**config.mk**
```make
export PLATFORM = sky130hd
export DESIGN_NAME = wb_dest_tracker
export DESIGN_NICKNAME = d
export VERILOG_FILES = /design/src/rtl/mips_pkg.sv /design/src/rtl/dest_decoder.sv /design/src/rtl/wb_dest_tracker.sv
export SDC_FILE = /design/constraint.sdc
export NUM_CORES = 1
export LEC_CHECK = 0
export ABC_CLOCK_PERIOD_IN_PS = 1800
export CAP_MARGIN = 40
export CORE_ASPECT_RATIO = 0.7
export CORE_MARGIN = 2
export CORE_UTILIZATION = 35
export CTS_CLUSTER_DIAMETER = 200
export CTS_CLUSTER_SIZE = 30
export DETAILED_ROUTE_END_ITERATION = 6
export HOLD_SLACK_MARGIN = 0.03
export PLACE_DENSITY = 0.75
export SYNTH_ARGS = -nofsm -noshare
export SYNTH_HDL_FRONTEND = slang
export SYNTH_HIERARCHICAL = 1
export SYNTH_SLANG_ARGS = --single-unit
```
**constraint.sdc**
```tcl
create_clock -name clk -period 1.8 [get_ports clk]
set_input_delay 0.36 -clock clk [delete_from_list [all_inputs] [get_ports clk]]
set_output_delay 0.36 -clock clk [all_outputs]
set_load 0.02 [all_outputs]
```
**src/rtl/mips_pkg.sv**
```systemverilog
// Shared MIPS decode constants and the pipeline stage-entry type used by the
// destination tracker and the forwarding unit.
package mips_pkg;

  localparam int REG_AW = 5;
  localparam logic [REG_AW-1:0] LINK_REG_DEFAULT = 5'd31;

  // Primary opcodes (inst[31:26])
  localparam logic [5:0] OP_RTYPE = 6'h00;
  localparam logic [5:0] OP_ADDI  = 6'h08;
  localparam logic [5:0] OP_SLTI  = 6'h0a;
  localparam logic [5:0] OP_LW    = 6'h23;
  localparam logic [5:0] OP_SW    = 6'h2b;
  localparam logic [5:0] OP_BEQ   = 6'h04;
  localparam logic [5:0] OP_BNE   = 6'h05;
  localparam logic [5:0] OP_J     = 6'h02;
  localparam logic [5:0] OP_JAL   = 6'h03;

  // R-type function codes (inst[5:0])
  localparam logic [5:0] FN_ADD = 6'h20;
  localparam logic [5:0] FN_SUB = 6'h22;
  localparam logic [5:0] FN_SLT = 6'h2a;
  localparam logic [5:0] FN_SLL = 6'h00;
  localparam logic [5:0] FN_SRL = 6'h02;
  localparam logic [5:0] FN_JR  = 6'h08;

  // One pipeline stage worth of write-back information
  typedef struct packed {
    logic [REG_AW-1:0] wraddr;
    logic              wr_en;
    logic              is_load;
  } stage_entry_t;

  localparam stage_entry_t BUBBLE = '{wraddr: 5'd0, wr_en: 1'b0, is_load: 1'b0};

  // Source/destination match; register 0 is hard-wired and never creates a dependency
  function automatic logic src_hit(input logic [REG_AW-1:0] dst, input logic [REG_AW-1:0] src);
    return (src != 5'd0) && (dst == src);
  endfunction

endpackage

```
**src/rtl/dest_decoder.sv**
```systemverilog
// Combinational decode of an instruction into its destination register, write
// enable, load flag and the two source register numbers it reads.
module dest_decoder
  import mips_pkg::*;
#(
  parameter logic [REG_AW-1:0] LINK_REG = LINK_REG_DEFAULT
) (
  input  logic [31:0]       inst,
  output logic [REG_AW-1:0] dest,
  output logic              wr_en,
  output logic              is_load,
  output logic [REG_AW-1:0] read_a,
  output logic [REG_AW-1:0] read_b
);

  logic [5:0]        opcode_s;
  logic [5:0]        func_s;
  logic [REG_AW-1:0] rs_s;
  logic [REG_AW-1:0] rt_s;
  logic [REG_AW-1:0] rd_s;
  logic              has_dest_s;
  logic [REG_AW-1:0] dest_raw_s;
  logic              unused_shamt_s;

  assign opcode_s       = inst[31:26];
  assign rs_s           = inst[25:21];
  assign rt_s           = inst[20:16];
  assign rd_s           = inst[15:11];
  assign func_s         = inst[5:0];
  assign unused_shamt_s = ^inst[10:6];

  // Classify the instruction: which register it writes and which it reads
  always_comb begin
    has_dest_s = 1'b0;
    dest_raw_s = 5'd0;
    is_load    = 1'b0;
    read_a     = rs_s;
    read_b     = 5'd0;
    case (opcode_s)
      OP_RTYPE: begin
        read_b = rt_s;
        case (func_s)
          FN_ADD, FN_SUB, FN_SLT: begin
            has_dest_s = 1'b1;
            dest_raw_s = rd_s;
          end
          FN_SLL, FN_SRL: begin
            // shifts take the shift amount from the instruction, not rs
            has_dest_s = 1'b1;
            dest_raw_s = rd_s;
            read_a     = 5'd0;
          end
          FN_JR: begin
            read_b = 5'd0;
          end
          default: begin
            has_dest_s = 1'b0;
          end
        endcase
      end
      OP_ADDI, OP_SLTI: begin
        has_dest_s = 1'b1;
        dest_raw_s = rt_s;
      end
      OP_LW: begin
        has_dest_s = 1'b1;
        dest_raw_s = rt_s;
        is_load    = 1'b1;
      end
      OP_SW, OP_BEQ, OP_BNE: begin
        read_b = rt_s;
      end
      OP_J: begin
        read_a = 5'd0;
      end
      OP_JAL: begin
        has_dest_s = 1'b1;
        dest_raw_s = LINK_REG;
        read_a     = 5'd0;
      end
      default: begin
        has_dest_s = 1'b0;
      end
    endcase
  end

  // Writes to $0 are dropped, and the address is forced to 0 whenever nothing is written
  assign wr_en = has_dest_s & (dest_raw_s != 5'd0);
  assign dest  = wr_en ? dest_raw_s : 5'd0;

endmodule

```
**src/rtl/wb_dest_tracker.sv**
```systemverilog
// Tracks destination register / write enable of each instruction from ID through
// EXE, MEM and WB for the forwarding unit, and detects load-use hazards.
// Optional feature macro: LOADUSE_STALL_EN (enables load-use stall detection;
// when undefined, loaduse_stall is tied low and no hazard bubbles are inserted).
module wb_dest_tracker
  import mips_pkg::*;
#(
  parameter logic [REG_AW-1:0] LINK_REG = LINK_REG_DEFAULT
) (
  input  logic              clk,
  input  logic              nrst,
  input  logic [31:0]       ID_inst,
  input  logic              ID_valid,
  input  logic              flush,
  input  logic              stall_ext,
  output logic [REG_AW-1:0] EXE_wraddr,
  output logic              EXE_wr_en,
  output logic [REG_AW-1:0] MEM_wraddr,
  output logic              MEM_wr_en,
  output logic [REG_AW-1:0] WB_wraddr,
  output logic              WB_wr_en,
  output logic              EXE_is_load,
  output logic              loaduse_stall
);

  stage_entry_t      exe_r;
  stage_entry_t      mem_r;
  stage_entry_t      wb_r;
  stage_entry_t      exe_next_s;
  logic [REG_AW-1:0] dec_dest_s;
  logic              dec_wr_en_s;
  logic              dec_is_load_s;
  logic [REG_AW-1:0] read_a_s;
  logic [REG_AW-1:0] read_b_s;
  logic              hazard_s;
  logic              unused_tail_s;

  dest_decoder #(
    .LINK_REG (LINK_REG)
  ) u_dest_decoder (
    .inst    (ID_inst),
    .dest    (dec_dest_s),
    .wr_en   (dec_wr_en_s),
    .is_load (dec_is_load_s),
    .read_a  (read_a_s),
    .read_b  (read_b_s)
  );

`ifdef LOADUSE_STALL_EN
  // Load in EXE whose result is read by the live ID instruction forces one bubble
  always_comb begin
    hazard_s = 1'b0;
    if (ID_valid && !flush && exe_r.is_load && exe_r.wr_en) begin
      hazard_s = src_hit(exe_r.wraddr, read_a_s) | src_hit(exe_r.wraddr, read_b_s);
    end else begin
      hazard_s = 1'b0;
    end
  end
`else
  logic unused_src_s;
  assign unused_src_s = ^{read_a_s, read_b_s};
  assign hazard_s     = 1'b0;
`endif

  assign loaduse_stall = hazard_s;

  // Entry that EXE takes on the next advance: decoded ID or a bubble
  always_comb begin
    exe_next_s = BUBBLE;
    if (ID_valid && !flush && !hazard_s) begin
      exe_next_s.wraddr  = dec_dest_s;
      exe_next_s.wr_en   = dec_wr_en_s;
      exe_next_s.is_load = dec_is_load_s;
    end else begin
      exe_next_s = BUBBLE;
    end
  end

  // Stage registers: reset clears everything, external freeze holds everything
  always_ff @(posedge clk) begin
    if (!nrst) begin
      exe_r <= BUBBLE;
      mem_r <= BUBBLE;
      wb_r  <= BUBBLE;
    end else if (stall_ext) begin
      exe_r <= exe_r;
      mem_r <= mem_r;
      wb_r  <= wb_r;
    end else begin
      wb_r  <= mem_r;
      mem_r <= exe_r;
      exe_r <= exe_next_s;
    end
  end

  assign EXE_wraddr    = exe_r.wraddr;
  assign EXE_wr_en     = exe_r.wr_en;
  assign EXE_is_load   = exe_r.is_load;
  assign MEM_wraddr    = mem_r.wraddr;
  assign MEM_wr_en     = mem_r.wr_en;
  assign WB_wraddr     = wb_r.wraddr;
  assign WB_wr_en      = wb_r.wr_en;
  assign unused_tail_s = mem_r.is_load ^ wb_r.is_load;

endmodule

```
==> Yosys cells after proc, flatten, opt, wreduce, memory -nomap -nowiden <==
Cells that the tools add are included.
{ "totals": {"regBits": 19, "latchBits": 0, "mem_bits_rw": 0, "mem_bits_ro": 0, "input_bits": 37, "out_inout_bits": 20, "memories": 0} }
{ "classes": {"add_sub_neg": 0, "mul": 0, "n_div": 0, "n_lt_le_gt_ge": 0, "eq_ne": 8, "shift": 0, "mux": 7, "bitwise_logic": 1, "reduce_logical": 8} }
{ "ops": {"columns": ["operator", "count"], "rows": [
  ["$eq A6 B6 Y1 const B", 4],
  ["$pmux W5 S3", 1],
  ["$eq A6 B2 Y1 const B", 2],
  ["$eq A6 B4 Y1 const B", 2],
  ["$logic_not A6 Y1", 2],
  ["$mux W5", 2],
  ["$mux W7", 1],
  ["$reduce_bool A5 Y1", 1],
  ["$reduce_or A5 Y1", 1],
  ["$reduce_or A4 Y1", 1],
  ["$reduce_or A3 Y1", 1],
  ["$mux W1", 2],
  ["$pmux W1 S2", 1],
  ["$and A1 B1 Y1", 1],
  ["$logic_and A1 B1 Y1", 1],
  ["$logic_not A1 Y1", 1]
]} }

==> Logic depth before layout (Yosys ltp) <==
{ "depth": {"depth_word": 8, "mapped_depth": 6} }

==> Hierarchy <==
The synthesis kept the hierarchy.
{ "by_module_without_submodules": {"columns": ["module", "instances", "cells_each", "area_each_um2", "seq_area_each_um2"], "rows": [
  ["wb_dest_tracker", 1, 69, 779.5, 380.4],
  ["dest_decoder", 1, 42, 322.8, 0.0]
]} }

==> Worst setup path before layout <==
OpenSTA, ideal clock, no wires.
{ "synth_path": {"path_kind": "input-to-reg", "from": "input port ID_inst[30]", "to": "register exe_r (netlist bit EXE_wr_en)", "setup_ns": 0.070, "arrival_time_ns": 1.682, "slack_ns": 0.048, "stages": 6, "path_buffers": 0, "path_cell_list": "or4_4 -> a2111oi_4 -> o21a_1 -> a211o_2 -> nand4bb_1 -> a21boi_1"} }
{ "synth_via": {"elab_chain_len": 6} }
{ "synth_lines": {"columns": ["element", "line_no", "rtl"], "rows": [
  ["from (decl)", "wb_dest_tracker.sv:12", "input logic [31:0] ID_inst,"],
  ["$eq A6 B4 Y1 / $eq A6 B6 Y1 (equally long branches)", "dest_decoder.sv:39", "case (opcode_s)"],
  ["$reduce_or A3 Y1 (no source line)", null, null],
  ["$pmux W5 S3", "dest_decoder.sv:39", null],
  ["$reduce_bool A5 Y1", "dest_decoder.sv:88", "assign wr_en = has_dest_s & (dest_raw_s != 5'd0);"],
  ["$and A1 B1 Y1 *", "dest_decoder.sv:88", null],
  ["named net dec_wr_en_s", "wb_dest_tracker.sv:31", "logic dec_wr_en_s;"],
  ["$mux W7 *", "wb_dest_tracker.sv:70", "if (ID_valid && !flush && !hazard_s) begin"],
  ["to (signal assigned)", "wb_dest_tracker.sv:86", "exe_r <= exe_r;"],
  ["to (signal assigned)", "wb_dest_tracker.sv:92", "exe_r <= exe_next_s;"],
  ["to (decl)", "wb_dest_tracker.sv:26", "stage_entry_t exe_r;"]
]} }
The timed path passes the listed nets; every way through them passes the cells marked *.
A chain may end at the register's enable or synchronous reset.

==> Final worst setup path <==
{ "layout_path": {"from": "input port ID_inst[14]", "to": "register exe_r (netlist bit EXE_wr_en)"} }
{ "layout_via": {"elab_chain_len": 5} }
{ "layout_lines": {"columns": ["element", "line_no", "rtl"], "rows": [
  ["$mux W5", "dest_decoder.sv:42", "case (func_s)"],
  ["$pmux W5 S3", "dest_decoder.sv:39", null],
  ["$reduce_bool A5 Y1", "dest_decoder.sv:88", null],
  ["$and A1 B1 Y1", "dest_decoder.sv:88", null],
  ["named net dec_wr_en_s", "wb_dest_tracker.sv:31", null],
  ["$mux W7", "wb_dest_tracker.sv:70", null]
]} }
The timed path passes the listed nets, and every way through them passes these cells.

==> flow_summary.yaml <==
outcome:
  status: "finished clean"
clocking:
  cts_tree: "yes"
  cts_made_buffers: 3
  cts_max_level: 1
  clockRootBuffer: "clkbuf_8"
  cts_setup_buffers: 0
  ctsLongestPathBuffers: 2
  clock_latency_ns: 0.25
  cts_sinks: 19
  clk_pin_slew_ns: 0.06
placement:
  gp_congestion: 0.829
  io_buffer_count: 45
  detailed_place_hpwl_mm: 2.00
  dpl_cell_area_um2: 1520
detailed_routing:
  wirelength_mm: 2.55
  drcViolationCount: 0
  vias_per_cell: 4.96
  via_count: 908
  ant_nets: 0
  wl_per_cell_um: 13.9
  drt_first_pass_iters: 4
  drtIter0Drc: 38
critical_path:
  critPathMaxStageDelay_ns: 0.49
  worst-path-max-fanout: 2
  cp-start-kind: "primary input"
  cpLargestDelayFamily: "simple AND/OR/NAND/NOR gates"
  cp_slowest_cell: "or4_1"
  required_ns: 1.95
  crit_buf_inv: 1
  path_class: "primary input to register"
  arrival_ns: 1.95
  cp-end-kind: "register"
  crit_chain: "clkdlybuf4s50_1 -> or4_1 -> o21a_1 -> a211o_2 -> nand4bb_1 -> a21boi_1"
timing:
  finClkSkew_ns: 0.000817
  tightest_slew_ns: 0.524
  hold_violations: 0
  holdWs_ns: 0.476
  relSlewSlack: 0.650
  slew_viol_final: 0
  period_share: 0.999
  min_period_ns: 1.80
  setup_violations: 0
  max_freq_mhz: 556
  rsz0062_at_grt: "false"
yosys:
  yosys_warnings: 6
  syn-cell-area_um2: 967
  syn_area_per_cell_um2: 10.5
  syn_nets: 129
  synthCells: 92
pwr:
  powerDensity_nw_per_um2: 538
  p_int_mw: 0.666
  seqPwrFrac: 0.496
  comb_power_share: 0.164
  p_leak_nw: 0.613
  power_frac_clock: 0.341
  vdd_drop_max_uv: 248
  p_sw_frac: 0.217
  p_sw_mw: 0.185
floorplan:
  io_pins: 57
  die_x_um: 66.8
  die_y_um: 48.0
  dieArea_um2: 3210
  core_um2: 2530
  initial_core_util: 0.382
  num_rows: 15
global_routing:
  overflow: 0
  grt_start_max_net_pins: 27
  grt_pass1_vias: 856
  antenna_found_initial: 0
  track_usage: 0.168
  grt_pass1_wl_mm: 3.84
worst_hold_path:
  hold_class: "register to register"
job:
  cap_violations: 0
cells_and_area:
  n_antenna_cell: 0
  area_delta_synth_final_pct: 63.5
  nets: 187
  design_area_um2: 1580
  drive_gt1_frac: 0.188
-- sequential cells by signal, summed over array words and instances (netlist names) --
name and count:
EXE_wraddr 5, WB_wraddr 5, WB_wr_en 1, EXE_is_load 1
EXE_wr_en 1, MEM_wr_en 1, MEM_wraddr 5
-- worst register-to-register path, cell delays in order, from the launching register on --
cell and delay [ns]:
dfxtp_1 0.38, mux2i_1 0.09, nor2b_1 0.12
-- power by group through the flow --
stage	registers, mW	logic (mW)	clock network [mW]
after floorplan	0.432	0.0517	0
after global placement	0.431	0.139	0
after detailed placement	0.431	0.141	0
after CTS	0.422	0.138	0.300
after global routing	0.422	0.147	0.323
final	0.422	0.140	0.290
-- final cells by class --
type	count	area, µm²
multi-input cells	69	557
repair buffers	57	557
fillers	220	952
well taps	34	42.5
clock buffers	4	45.0
flip-flops and latches	19	380
-- cell usage in the layout, fill, tap and decap left out, drive strengths merged, types with 3 or more instances in the layout --
cell	count
clkbuf	4
nand2	10
nor2b	12
clkdlybuf4s50	34
buf	12
a221o	5
dlygate4sd2	5
a21boi	7
clkdlybuf4s15	3
dfxtp	19
mux2i	12
nand4bb	7
dlymetal6s2s	3
-- metrics by stage --
| stage | instances | util | setup WS (ns) | total power [mW] | setup TNS [ns] |
|---|---|---|---|---|---|
| after floorplan | 92 | - | 0.0807 | 0.484 | 0 |
| after CTS | 183 | 0.618 | 0.00163 | 0.860 | 0 |
| after detailed placement | 179 | 0.600 | -0.415 | 0.573 | -2.36 |
| after global placement | 179 | 0.600 | -0.375 | 0.571 | -2.16 |
| after global routing | 183 | 0.624 | 0.00289 | 0.891 | 0 |
| final | 183 | 0.624 | 0.00177 | 0.851 | 0 |
-- layer usage --
metal	GRT usage	part of all wire	wire (µm)	up-vias
li1	-	-	-	456
met2	0.308	0.50	1280	24
met5	0	0	0	-
met1	0.191	0.46	1170	426
met3	0.0471	0.036	92	2
met4	0.0694	0.0031	8	0
-- what timing repair did --
action,in CTS,in global routing
hold buffers,0,0
pin swaps,8,4
resized for setup,14,5
endpoints found under the setup margin,6,6
endpoints found under the hold margin,0,0
-- final timing paths --
check                                endpoint  slack (ns)          start  cells past startpoint
worst min-delay path              EXE_is_load        0.48    EXE_is_load                      2
worst max-delay path                EXE_wr_en       0.002    ID_inst[14]                      6
worst max register to register  MEM_wraddr[3]        1.16  EXE_wraddr[3]                      2
worst min register to register    EXE_is_load        0.48    EXE_is_load                      2
No activity file was read; power rests on OpenSTA's default activity.
